`config.mk`:
```
export PLATFORM = sky130hd
export DESIGN_NAME = mem_access_unit
export DESIGN_NICKNAME = d
export VERILOG_FILES = /design/src/rtl/mem_access_unit.sv
export SDC_FILE = /design/constraint.sdc
export NUM_CORES = 1
export LEC_CHECK = 0
export BUFFER_PORTS_ARGS = -buffer_cell sky130_fd_sc_hd__buf_2
export CAP_MARGIN = 25
export CORE_ASPECT_RATIO = 2
export CORE_MARGIN = 8
export CORE_UTILIZATION = 47
export DETAILED_ROUTE_END_ITERATION = 6
export PLACE_DENSITY_LB_ADDON = 0.05
export SKIP_LAST_GASP = 1
export SYNTH_ARGS = -nofsm -noshare
export SYNTH_HDL_FRONTEND = slang
export SYNTH_SLANG_ARGS = --single-unit
```
`constraint.sdc`:
```
create_clock -name clk -period 6.2 [get_ports clk]
set_input_delay 0.31 -clock clk [delete_from_list [all_inputs] [get_ports clk]]
set_output_delay 0.31 -clock clk [all_outputs]
set_load 0.005 [all_outputs]
```
`src/rtl/mem_access_unit.sv`:
```
// Data-memory access stage: takes one load/store from EX, drives a
// ready-handshaked RAM port with wait states and a timeout, and returns
// aligned, extended load data (or an exception) to WB.
module mem_access_unit #(
  parameter int DATA_WIDTH = 32,
  parameter int ADDR_WIDTH = 32,
  parameter int TIMEOUT    = 255
) (
  input  logic                      clk,
  input  logic                      rst,
  input  logic                      req_valid,
  output logic                      req_ready,
  input  logic                      req_write,
  input  logic                      req_sign_ext,
  input  logic [1:0]                req_size,
  input  logic [ADDR_WIDTH-1:0]     req_addr,
  input  logic [DATA_WIDTH-1:0]     req_wdata,
  input  logic                      flush,
  output logic                      ram_en,
  output logic [DATA_WIDTH/8-1:0]   ram_write_en,
  output logic [ADDR_WIDTH-1:0]     ram_addr,
  output logic [DATA_WIDTH-1:0]     ram_write_data,
  input  logic                      ram_ready,
  input  logic [DATA_WIDTH-1:0]     ram_read_data,
  output logic                      resp_valid,
  output logic [DATA_WIDTH-1:0]     resp_data,
  output logic                      exc_valid,
  output logic [1:0]                exc_code,
  output logic [ADDR_WIDTH-1:0]     exc_addr
);

  localparam int LANES = DATA_WIDTH / 8;
  localparam int OFF_W = $clog2(LANES);
  localparam int CNT_W = $clog2(TIMEOUT + 1);
  localparam logic [1:0] MAX_SIZE = (DATA_WIDTH == 64) ? 2'd3 : 2'd2;

  typedef enum logic [1:0] {
    S_IDLE = 2'd0,
    S_WAIT = 2'd1,
    S_RESP = 2'd2
  } state_t;

  // Byte-lane strobes covering 2^size bytes starting at lane 'off'.
  function automatic logic [LANES-1:0] lane_strobe(input logic [1:0] size,
                                                   input logic [OFF_W-1:0] off);
    logic [LANES-1:0] s;
    int nbytes;
    int first;
    s      = {LANES{1'b0}};
    nbytes = 32'sd1 << size;
    first  = int'(off);
    for (int i = 0; i < LANES; i++) begin
      s[i] = (i >= first) && (i < first + nbytes);
    end
    return s;
  endfunction

  // Offset must be a multiple of the access size; oversize accesses never fit.
  function automatic logic is_misaligned(input logic [1:0] size,
                                         input logic [OFF_W-1:0] off);
    logic [OFF_W-1:0] mask;
    logic bad;
    mask = OFF_W'((32'd1 << size) - 32'd1);
    if (size > MAX_SIZE) begin
      bad = 1'b1;
    end else begin
      bad = ((off & mask) != {OFF_W{1'b0}});
    end
    return bad;
  endfunction

  // Shift the addressed bytes down to bit 0 and sign/zero-extend them.
  function automatic logic [DATA_WIDTH-1:0] load_extend(input logic [DATA_WIDTH-1:0] raw,
                                                        input logic [1:0] size,
                                                        input logic [OFF_W-1:0] off,
                                                        input logic sext);
    logic [DATA_WIDTH-1:0] sh;
    logic [DATA_WIDTH-1:0] res;
    logic sbit;
    int nbits;
    sh    = raw >> {off, 3'b000};
    nbits = 32'sd8 << size;
    if (nbits > DATA_WIDTH) begin
      nbits = DATA_WIDTH;
    end else begin
      nbits = nbits;
    end
    sbit = sext & sh[nbits-1];
    for (int i = 0; i < DATA_WIDTH; i++) begin
      res[i] = (i < nbits) ? sh[i] : sbit;
    end
    return res;
  endfunction

  state_t                  r_state;
  state_t                  w_state_nxt;
  logic                    r_write;
  logic                    r_sign;
  logic [1:0]              r_size;
  logic [ADDR_WIDTH-1:0]   r_addr;
  logic                    r_flushed;
  logic [CNT_W-1:0]        r_wait_cnt;
  logic                    r_ram_en;
  logic [LANES-1:0]        r_ram_we;
  logic [ADDR_WIDTH-1:0]   r_ram_addr;
  logic [DATA_WIDTH-1:0]   r_ram_wdata;
  logic                    r_resp_valid;
  logic [DATA_WIDTH-1:0]   r_resp_data;
  logic                    r_exc_valid;
  logic [1:0]              r_exc_code;
  logic [ADDR_WIDTH-1:0]   r_exc_addr;

  logic                    w_take;
  logic                    w_start;
  logic                    w_misaligned;
  logic [OFF_W-1:0]        w_req_off;
  logic                    w_flush_seen;
  logic                    w_flushed_nxt;
  logic [CNT_W-1:0]        w_cnt_nxt;
  logic                    w_ram_en_nxt;
  logic [LANES-1:0]        w_ram_we_nxt;
  logic [ADDR_WIDTH-1:0]   w_ram_addr_nxt;
  logic [DATA_WIDTH-1:0]   w_ram_wdata_nxt;
  logic                    w_resp_valid_nxt;
  logic [DATA_WIDTH-1:0]   w_resp_data_nxt;
  logic                    w_exc_valid_nxt;
  logic [1:0]              w_exc_code_nxt;
  logic [ADDR_WIDTH-1:0]   w_exc_addr_nxt;

  assign w_req_off    = req_addr[OFF_W-1:0];
  assign w_take       = req_valid & (r_state == S_IDLE) & ~flush;
  assign w_misaligned = is_misaligned(req_size, w_req_off);
  assign w_flush_seen = r_flushed | flush;

  // Next-state and next-output decode for the IDLE/WAIT/RESP controller.
  always_comb begin
    w_state_nxt      = r_state;
    w_start          = 1'b0;
    w_flushed_nxt    = r_flushed;
    w_cnt_nxt        = r_wait_cnt;
    w_ram_en_nxt     = r_ram_en;
    w_ram_we_nxt     = r_ram_we;
    w_ram_addr_nxt   = r_ram_addr;
    w_ram_wdata_nxt  = r_ram_wdata;
    w_resp_valid_nxt = 1'b0;
    w_resp_data_nxt  = {DATA_WIDTH{1'b0}};
    w_exc_valid_nxt  = 1'b0;
    w_exc_code_nxt   = 2'd0;
    w_exc_addr_nxt   = {ADDR_WIDTH{1'b0}};
    case (r_state)
      S_IDLE: begin
        if (w_take) begin
          if (w_misaligned) begin
            // No bus activity; report the fault and stay idle.
            w_exc_valid_nxt = 1'b1;
            w_exc_code_nxt  = req_write ? 2'd2 : 2'd1;
            w_exc_addr_nxt  = req_addr;
          end else begin
            w_state_nxt     = S_WAIT;
            w_start         = 1'b1;
            w_flushed_nxt   = 1'b0;
            w_cnt_nxt       = {CNT_W{1'b0}};
            w_ram_en_nxt    = 1'b1;
            w_ram_addr_nxt  = {req_addr[ADDR_WIDTH-1:OFF_W], {OFF_W{1'b0}}};
            w_ram_we_nxt    = req_write ? lane_strobe(req_size, w_req_off) : {LANES{1'b0}};
            w_ram_wdata_nxt = req_write ? (req_wdata << {w_req_off, 3'b000}) : {DATA_WIDTH{1'b0}};
          end
        end else begin
          w_state_nxt = S_IDLE;
        end
      end
      S_WAIT: begin
        w_flushed_nxt = w_flush_seen;
        if (ram_ready) begin
          w_state_nxt      = S_RESP;
          w_ram_en_nxt     = 1'b0;
          w_ram_we_nxt     = {LANES{1'b0}};
          w_ram_addr_nxt   = {ADDR_WIDTH{1'b0}};
          w_ram_wdata_nxt  = {DATA_WIDTH{1'b0}};
          w_resp_valid_nxt = ~w_flush_seen;
          if (r_write) begin
            w_resp_data_nxt = {DATA_WIDTH{1'b0}};
          end else begin
            w_resp_data_nxt = load_extend(ram_read_data, r_size, r_addr[OFF_W-1:0], r_sign);
          end
        end else if (r_wait_cnt == CNT_W'(TIMEOUT - 1)) begin
          w_state_nxt     = S_IDLE;
          w_ram_en_nxt    = 1'b0;
          w_ram_we_nxt    = {LANES{1'b0}};
          w_ram_addr_nxt  = {ADDR_WIDTH{1'b0}};
          w_ram_wdata_nxt = {DATA_WIDTH{1'b0}};
          if (w_flush_seen) begin
            w_exc_valid_nxt = 1'b0;
          end else begin
            w_exc_valid_nxt = 1'b1;
            w_exc_code_nxt  = 2'd3;
            w_exc_addr_nxt  = r_addr;
          end
        end else begin
          w_cnt_nxt = r_wait_cnt + CNT_W'(1);
        end
      end
      S_RESP: begin
        w_state_nxt = S_IDLE;
      end
      default: begin
        w_state_nxt     = S_IDLE;
        w_ram_en_nxt    = 1'b0;
        w_ram_we_nxt    = {LANES{1'b0}};
        w_ram_addr_nxt  = {ADDR_WIDTH{1'b0}};
        w_ram_wdata_nxt = {DATA_WIDTH{1'b0}};
      end
    endcase
  end

  // Controller state register.
  always_ff @(posedge clk or negedge rst) begin
    if (!rst) begin
      r_state <= S_IDLE;
    end else begin
      r_state <= w_state_nxt;
    end
  end

  // Request capture, wait counter and registered bus/response/exception outputs.
  always_ff @(posedge clk or negedge rst) begin
    if (!rst) begin
      r_write      <= 1'b0;
      r_sign       <= 1'b0;
      r_size       <= 2'd0;
      r_addr       <= {ADDR_WIDTH{1'b0}};
      r_flushed    <= 1'b0;
      r_wait_cnt   <= {CNT_W{1'b0}};
      r_ram_en     <= 1'b0;
      r_ram_we     <= {LANES{1'b0}};
      r_ram_addr   <= {ADDR_WIDTH{1'b0}};
      r_ram_wdata  <= {DATA_WIDTH{1'b0}};
      r_resp_valid <= 1'b0;
      r_resp_data  <= {DATA_WIDTH{1'b0}};
      r_exc_valid  <= 1'b0;
      r_exc_code   <= 2'd0;
      r_exc_addr   <= {ADDR_WIDTH{1'b0}};
    end else begin
      if (w_start) begin
        r_write <= req_write;
        r_sign  <= req_sign_ext;
        r_size  <= req_size;
        r_addr  <= req_addr;
      end
      r_flushed    <= w_flushed_nxt;
      r_wait_cnt   <= w_cnt_nxt;
      r_ram_en     <= w_ram_en_nxt;
      r_ram_we     <= w_ram_we_nxt;
      r_ram_addr   <= w_ram_addr_nxt;
      r_ram_wdata  <= w_ram_wdata_nxt;
      r_resp_valid <= w_resp_valid_nxt;
      r_resp_data  <= w_resp_data_nxt;
      r_exc_valid  <= w_exc_valid_nxt;
      r_exc_code   <= w_exc_code_nxt;
      r_exc_addr   <= w_exc_addr_nxt;
    end
  end

  assign req_ready      = (r_state == S_IDLE);
  assign ram_en         = r_ram_en;
  assign ram_write_en   = r_ram_we;
  assign ram_addr       = r_ram_addr;
  assign ram_write_data = r_ram_wdata;
  // A flush arriving in the RESP cycle itself still squashes the pulse.
  assign resp_valid     = r_resp_valid & ~flush;
  assign resp_data      = r_resp_data;
  assign exc_valid      = r_exc_valid;
  assign exc_code       = r_exc_code;
  assign exc_addr       = r_exc_addr;

endmodule

```
==> results of run 1 <==
power breakdown:
part	internal, mW	switching (mW)
logic	0.270	0.336
registers	1.34	0.0975
clock network	0.660	0.494
critical path, delay by kind of cell (launching register included):
family | cells | cell delay [ps]
AND/OR/NAND/NOR | 3 | 1360
adder cells (fa/ha/maj) | 1 | 320
AO/OA/AOI/OAI | 2 | 630
buffers and inverters | 1 | 50
flip-flops | 1 | 630
through the flow:
stage	instances	total power, mW	utilization (%)	hold slack, ps	area, µm²
after floorplan	713	1.81	-	14.4	7930
after global placement	1114	2.05	55.4	456	9200
after detailed placement	1114	2.06	55.4	461	9200
after CTS	1146	3.22	59.2	59.8	9830
after global routing	1151	3.37	59.7	71.8	9910
final	1151	3.20	59.7	86.0	9910
sequential cells by signal, summed over array words and instances, names as in the netlist, 2 cells and up:
| name | cells |
|---|---|
| exc_addr | 32 |
| r_addr | 32 |
| ram_write_data | 32 |
| resp_data | 32 |
| ram_addr | 30 |
| r_wait_cnt | 8 |
| ram_write_en | 4 |
| exc_code | 2 |
| r_size | 2 |
| r_state | 2 |
cell usage after synthesis (7+ instances only):
master     count  area [µm²]
nor2b_1       11        68.8
nand2_1      137         514
o2bb2ai_1     16         140
mux2i_1       37         370
ha_1           8         100
nor2_1        31         116
a32o_1         9        90.1
a21oi_1       20         100
a31oi_1        8        50.1
inv_1         18        67.6
o21ai_0       12        60.1
o21a_1         7        52.6
buf_2         25         125
clkbuf_1      19        71.3
a211oi_1      15         113
a22o_1        69         604
a32oi_1       16         140
dfrtp_1      182        4550
timing repair:
action / CTS / global route
setup endpoints to repair: 0 / 0
hold endpoints to repair: 0 / 15
hold buffers: 0 / 1
setup buffers: 0 / 0
final cells by class:
cell class	instances	share of cell area, %
repair buffers	251	13.5
flip-flops and latches	182	46.0
diodes	1	0.0253
clock inverters	14	1.91
inverters	18	0.682
clock buffers	18	4.43
well taps	207	2.61
multi-input cells	460	30.9
routing by layer:
metal	GRT usage, %	up-vias	share of wire, %
li1	-	2992	-
met1	24.4	3182	41
met2	34.6	203	51
met3	5.49	33	5.8
met4	9.06	2	2.7
met5	0	-	0.036
cell families (layout without fill, tap and decap cells):
group           Yosys count  after routing  synth area share, %
compound gates          190            190                 18.8
xor+xnor                  4              4                0.442
fa+ha+maj                 9              9                 1.52
buf+inv                  71            301                 4.18
flops                   182            182                 57.5
mux                      39             39                 5.10
other cells               1              3               0.0473
simple gates            216            216                 12.4
final timing paths:
path,end,startpoint
setup / recovery,resp_data[28],r_size[1]
hold / removal,r_sign,req_sign_ext
setup reg to reg,resp_data[28],r_size[1]
hold reg to reg,r_addr[9],r_addr[9]
max in group asynchronous,r_addr[16],rst
min in group asynchronous,resp_data[25],rst
==> qor.csv, run 1 <==
metric;value;unit
status;finished, final reports clean;
commonest cells after routing, fill and taps aside;buf_2 (239), dfrtp_1 (182), nand2_1 (137);
FP Rows;67;
Cells after Synth;712;
pre-CTS WS;2890;ps
syn_area_per_cell;11.1;µm²
post-CTS sizing;0;
initial antenna violation count;2;
Cells on Worst Hold Path;3;
Tmin final;3110;ps
RSZ-0062 raised after global routing;false;
first-pass GRT wire length;35200;µm
reg2reg path depth;7;
Slowest cell on crit path;nand3_1;
EDFF count, synth;0;
top_reg_cell synth;dfrtp_1;
WS Path Type;reg -> reg;
Num CTS Buffers;17;
Static Leak;5.36;nW
wire per inst;19.2;µm
vias per inst;5.57;
max incr delay on CP;700;ps
area delta synth->final;25.1;%
setup violators final;0;
DRC Markers;0;
Core ar.;16600;µm²
# IOs;243;
Multi-input gate area;3060;µm²
Post-Syn Area;7920;µm²
register area;4550;µm²
IR Drop Worst-Case VDD;0.195;mV
worst setup margin;3090;ps
vias in the first global route;6722;
gr usage total;20.8;%
Worst-path clk slew;70;ps
Worst Max-Slew Pin Slew;910;ps
critical-path cell list;nand2b_1, inv_1, ha_1, or3b_2, o211ai_1, nand3_1, a32oi_1;
Cell Pwr Density;323;nW/µm²
fraction of layout cells with a size suffix above 1;31.2;%
Arr. time, crit path;3430;ps
Die Ht;200;µm
#FFs+latches synth;182;
commonest non-fill, non-tap cell in the layout;buf_2;
Critical Path End Type;flip-flop;
FILL cells;1456;
Root Driver;clkbuf_16;
Port Buffers;240;
Max Clk Rate;321;MHz
Sink Count;182;
Seq/Total Area, Yosys;57.5;%
DR vias;6412;
Initial DRC Count;191;
Clock Path Buffers;2;
Initial Utilization;47.7;%
first-pass iteration count of the detailed router;4;
yosys warns;0;
share of flip-flops with an asynchronous set or reset;100;%
CTS tree;yes;
Slew Limit Headroom;39.1;%
routability cong.;0.770;
worst hold path class;in -> reg;
die footprint;21500;µm²
nets;1044;
clock network latency to the later pin of the worst-skew pair;420;ps
H-tree levels;4;
Critical Path Start Type;flip-flop;
reg-to-reg slack, setup;3090;ps
GRT Residual Overflow;0;
Tcrit/Tclk final;50.2;%
CP required;6510;ps
largest net degree at the start of global routing;110;
HPWL after detailed placement;15400;µm
crit-path max FO;23;
Slew Viols, Final;0;
Setup TNS Final;0;ps
clk_skew;8.21;ps
Horiz. Die Dim;108;µm
final hold violation count;0;
Synth cell types;48;
final antenna-violating net count;0;
max_cap viols;0;
final wirelength;22100;µm
No activity file was read; power rests on OpenSTA's default activity.
==> run 2: changes to the inputs <==
ABC_AREA = 1   (was not set)
clock period = 3.15 ns   (was 6.2 ns; I/O delays follow)
==> run 2 against run 1 <==
Fmax rose by 28%. Die area fell by 0.21%. Utilization rose by 2.6 points. Sequential share of layout area fell by 1.9 points. Count of clock-buffer cells in the layout rose by 2.
==> qor.csv, run 2 <==
metric;value;unit;change
status;finished, final reports clean;;
CP required;3450;ps;-3060 ps
first-pass GRT wire length;37700;µm;+7.3%
Post-Syn Area;7910;µm²;-0.24%
Num CTS Buffers;17;;unchanged
Core ar.;16600;µm²;unchanged
final antenna-violating net count;0;;unchanged
Tcrit/Tclk final;77.4;%;+27 points
Port Buffers;240;;unchanged
wire per inst;16.4;µm;-15%
fraction of layout cells with a size suffix above 1;25.5;%;-5.7 points
setup violators final;0;;unchanged
area leader, netlist;dfrtp_1;;
Die Ht;199;µm;-0.11%
initial antenna violation count;0;;-2
final hold slack;21.5;ps;-64.5 ps
Seq/Total Area, Yosys;57.6;%;+0.14 points
vias in the first global route;7363;;+9.5%
Initial Utilization;47.6;%;-0.11 points
Setup TNS Final;0;ps;unchanged
Critical Path Start Type;flip-flop;;
HPWL after detailed placement;16500;µm;+6.9%
most instantiated library cell after synthesis;nand2_1;;
Initial DRC Count;222;;+16%
Worst-path clk slew;70;ps;about the same
total power;6.03;mW;+88%
reg2reg path depth;12;;+5
first-pass iteration count of the detailed router;4;;unchanged
gr usage total;22.1;%;+1.3 points
Cells after Synth;905;;+27%
Static Leak;5.90;nW;+10%
clock network latency to the later pin of the worst-skew pair;420;ps;about the same
Int Power;4.25;mW;+87%
DRC Markers;0;;unchanged
Horiz. Die Dim;108;µm;-0.10%
commonest non-fill, non-tap cell in the layout;nand2_1;;
die footprint;21500;µm²;-0.21%
Sink Count;182;;unchanged
CTS tree;yes;;
routability cong.;0.877;;+14%
post-CTS sizing;0;;unchanged
RSZ-0062 raised after global routing;false;;
H-tree levels;4;;unchanged
Cells on Worst Hold Path;3;;unchanged
Critical Path End Type;flip-flop;;
Synth area leaders;dfrtp_1 (58%), nand2_1 (14%), o21ai_0 (6.6%);;
crit-path max FO;11;;-52%
synth cell count leaders;nand2_1 (292), dfrtp_1 (182), o21ai_0 (104);;
FP Rows;67;;unchanged
syn_area_per_cell;8.73;µm²;-22%
WS Path Type;reg -> reg;;
worst hold path class;in -> reg;;
P_sw;1.78;mW;+92%
# Post-CTS Setup Buffers;0;;unchanged
Hold EP;resp_data[2];;
commonest cells after routing, fill and taps aside;nand2_1 (292), buf_2 (239), dfrtp_1 (182);;
post-route insts no fill;1403;;+22%
Critical R2R Capture;resp_data[25];;
EDFF count, synth;0;;unchanged
nets;1297;;+24%
Root Driver;clkbuf_16;;
CTS Hold Bufs;50;;+50
start of the worst register-to-register path;r_size[1];;
utilization after layout;62.3;%;+2.6 points
Arr. time, crit path;2730;ps;-700 ps
Slew Viols, Final;0;;unchanged
Sequential Power Share;45.7;%;+0.7 points
combinational power share;19.0;%;about the same
GRT Residual Overflow;0;;unchanged
IR Drop Worst-Case VDD;0.369;mV;+90%
Cell Pwr Density;583;nW/µm²;+81%
Max Clk Rate;410;MHz;+28%
Slew Limit Headroom;49.7;%;+11 points
Worst Max-Slew Pin Slew;752;ps;-158 ps
hold_sp;ram_read_data[2];;
area delta synth->final;30.8;%;
Sw Share;29.5;%;+0.55 points
final wirelength;23000;µm;+3.9%
share of flip-flops with an asynchronous set or reset;100;%;unchanged
Yosys top cell area share;57.6;%;+0.14 points
final antenna diode count;0;;-1
final hold violation count;0;;unchanged
Tmin final;2440;ps;-674 ps
Clk pwr share;35.3;%;-0.8 points
largest net degree at the start of global routing;65;;-41%
#FFs+latches synth;182;;unchanged
# IOs;243;;unchanged
yosys warns;0;;unchanged
Synth cell types;36;;-25%
vias per inst;5.07;;-8.9%
Cells after DPL;1321;;+19%
Clock Path Buffers;2;;unchanged
top_reg_cell synth;dfrtp_1;;
reg-to-reg slack, setup;710;ps;-2380 ps
clk_skew;8.92;ps;+0.717 ps
max_cap viols;0;;unchanged
DR vias;7118;;+11%
run 2: cell types whose count changed after synthesis, sizes merged, moves of 15 or more:
cell	before	now
a22oi	0	15
mux2i	37	0
nand2	137	297
a22o	69	0
a32oi	16	0
inv	18	86
nor2	33	50
o21ai	13	106
nand3	5	54
o2bb2ai	16	0
run 2: worst max-delay path: stages, from the launching register on:
cell,delay (ps)
dfrtp_1,550
inv_1,140
nand2_1,220
inv_1,240
ha_1,370
inv_1,60
nand2_1,50
nor2_1,100
nor2_1,50
nand2_1,120
nand2_1,70
nand2_1,250
nor2_1,90
run 2: cell type report:
cell class,instances,area (µm²)
Inverter,86,323
Clock inverter,12,145
Fill cell,1490,6260
Clock buffer,20,447
Tap cell,207,259
Multi-Input combinational cell,592,2780
Timing Repair Buffer,304,1830
Sequential cell,182,4550
run 2: cells by family after synthesis:
logic type	Yosys count	synth area share, %
fa+ha+maj	9	1.52
buf+inv	132	7.23
flops	182	57.6
xor+xnor	3	0.332
simple gates	407	21.2
compound gates	171	12.1
other cells	1	0.0474
run 2: how the worst max path moves through the flow:
stage / to / depth (start not counted) / start
floorplan: resp_data[10] / 14 / r_size[1]
global placement: resp_data[13] / 12 / r_size[1]
detailed placement: resp_data[25] / 12 / r_size[1]
CTS: resp_data[25] / 12 / r_size[1]
global route: resp_data[25] / 12 / r_size[1]
finish: resp_data[25] / 12 / r_size[1]
run 2: power by group through the flow:
stage	combinational [mW]	sequential [mW]	clock [mW]
2_1_floorplan	0.678	2.76	0
3_3_place_gp	1.09	2.79	0
3_5_place_dp	1.10	2.79	0
4_1_cts	1.16	2.75	2.19
5_1_grt	1.32	2.78	2.28
6_report	1.15	2.75	2.13
run 2: routing by layer:
layer	vias to the layer above	global-route usage [%]	part of all wire [%]
met5	-	0	0
met4	0	8.39	2.6
met3	37	7.27	8.8
met2	273	35.7	48
met1	3354	26.5	40
li1	3454	-	-
run 2: per-stage QoR:
| stage | worst slack [ps] | area [µm²] |
|---|---|---|
| after CTS | 724 | 10300 |
| final | 712 | 10300 |
| after global routing | 547 | 10300 |
| after floorplan | 1260 | 7910 |
| after global placement | 764 | 9240 |
| after detailed placement | 752 | 9240 |
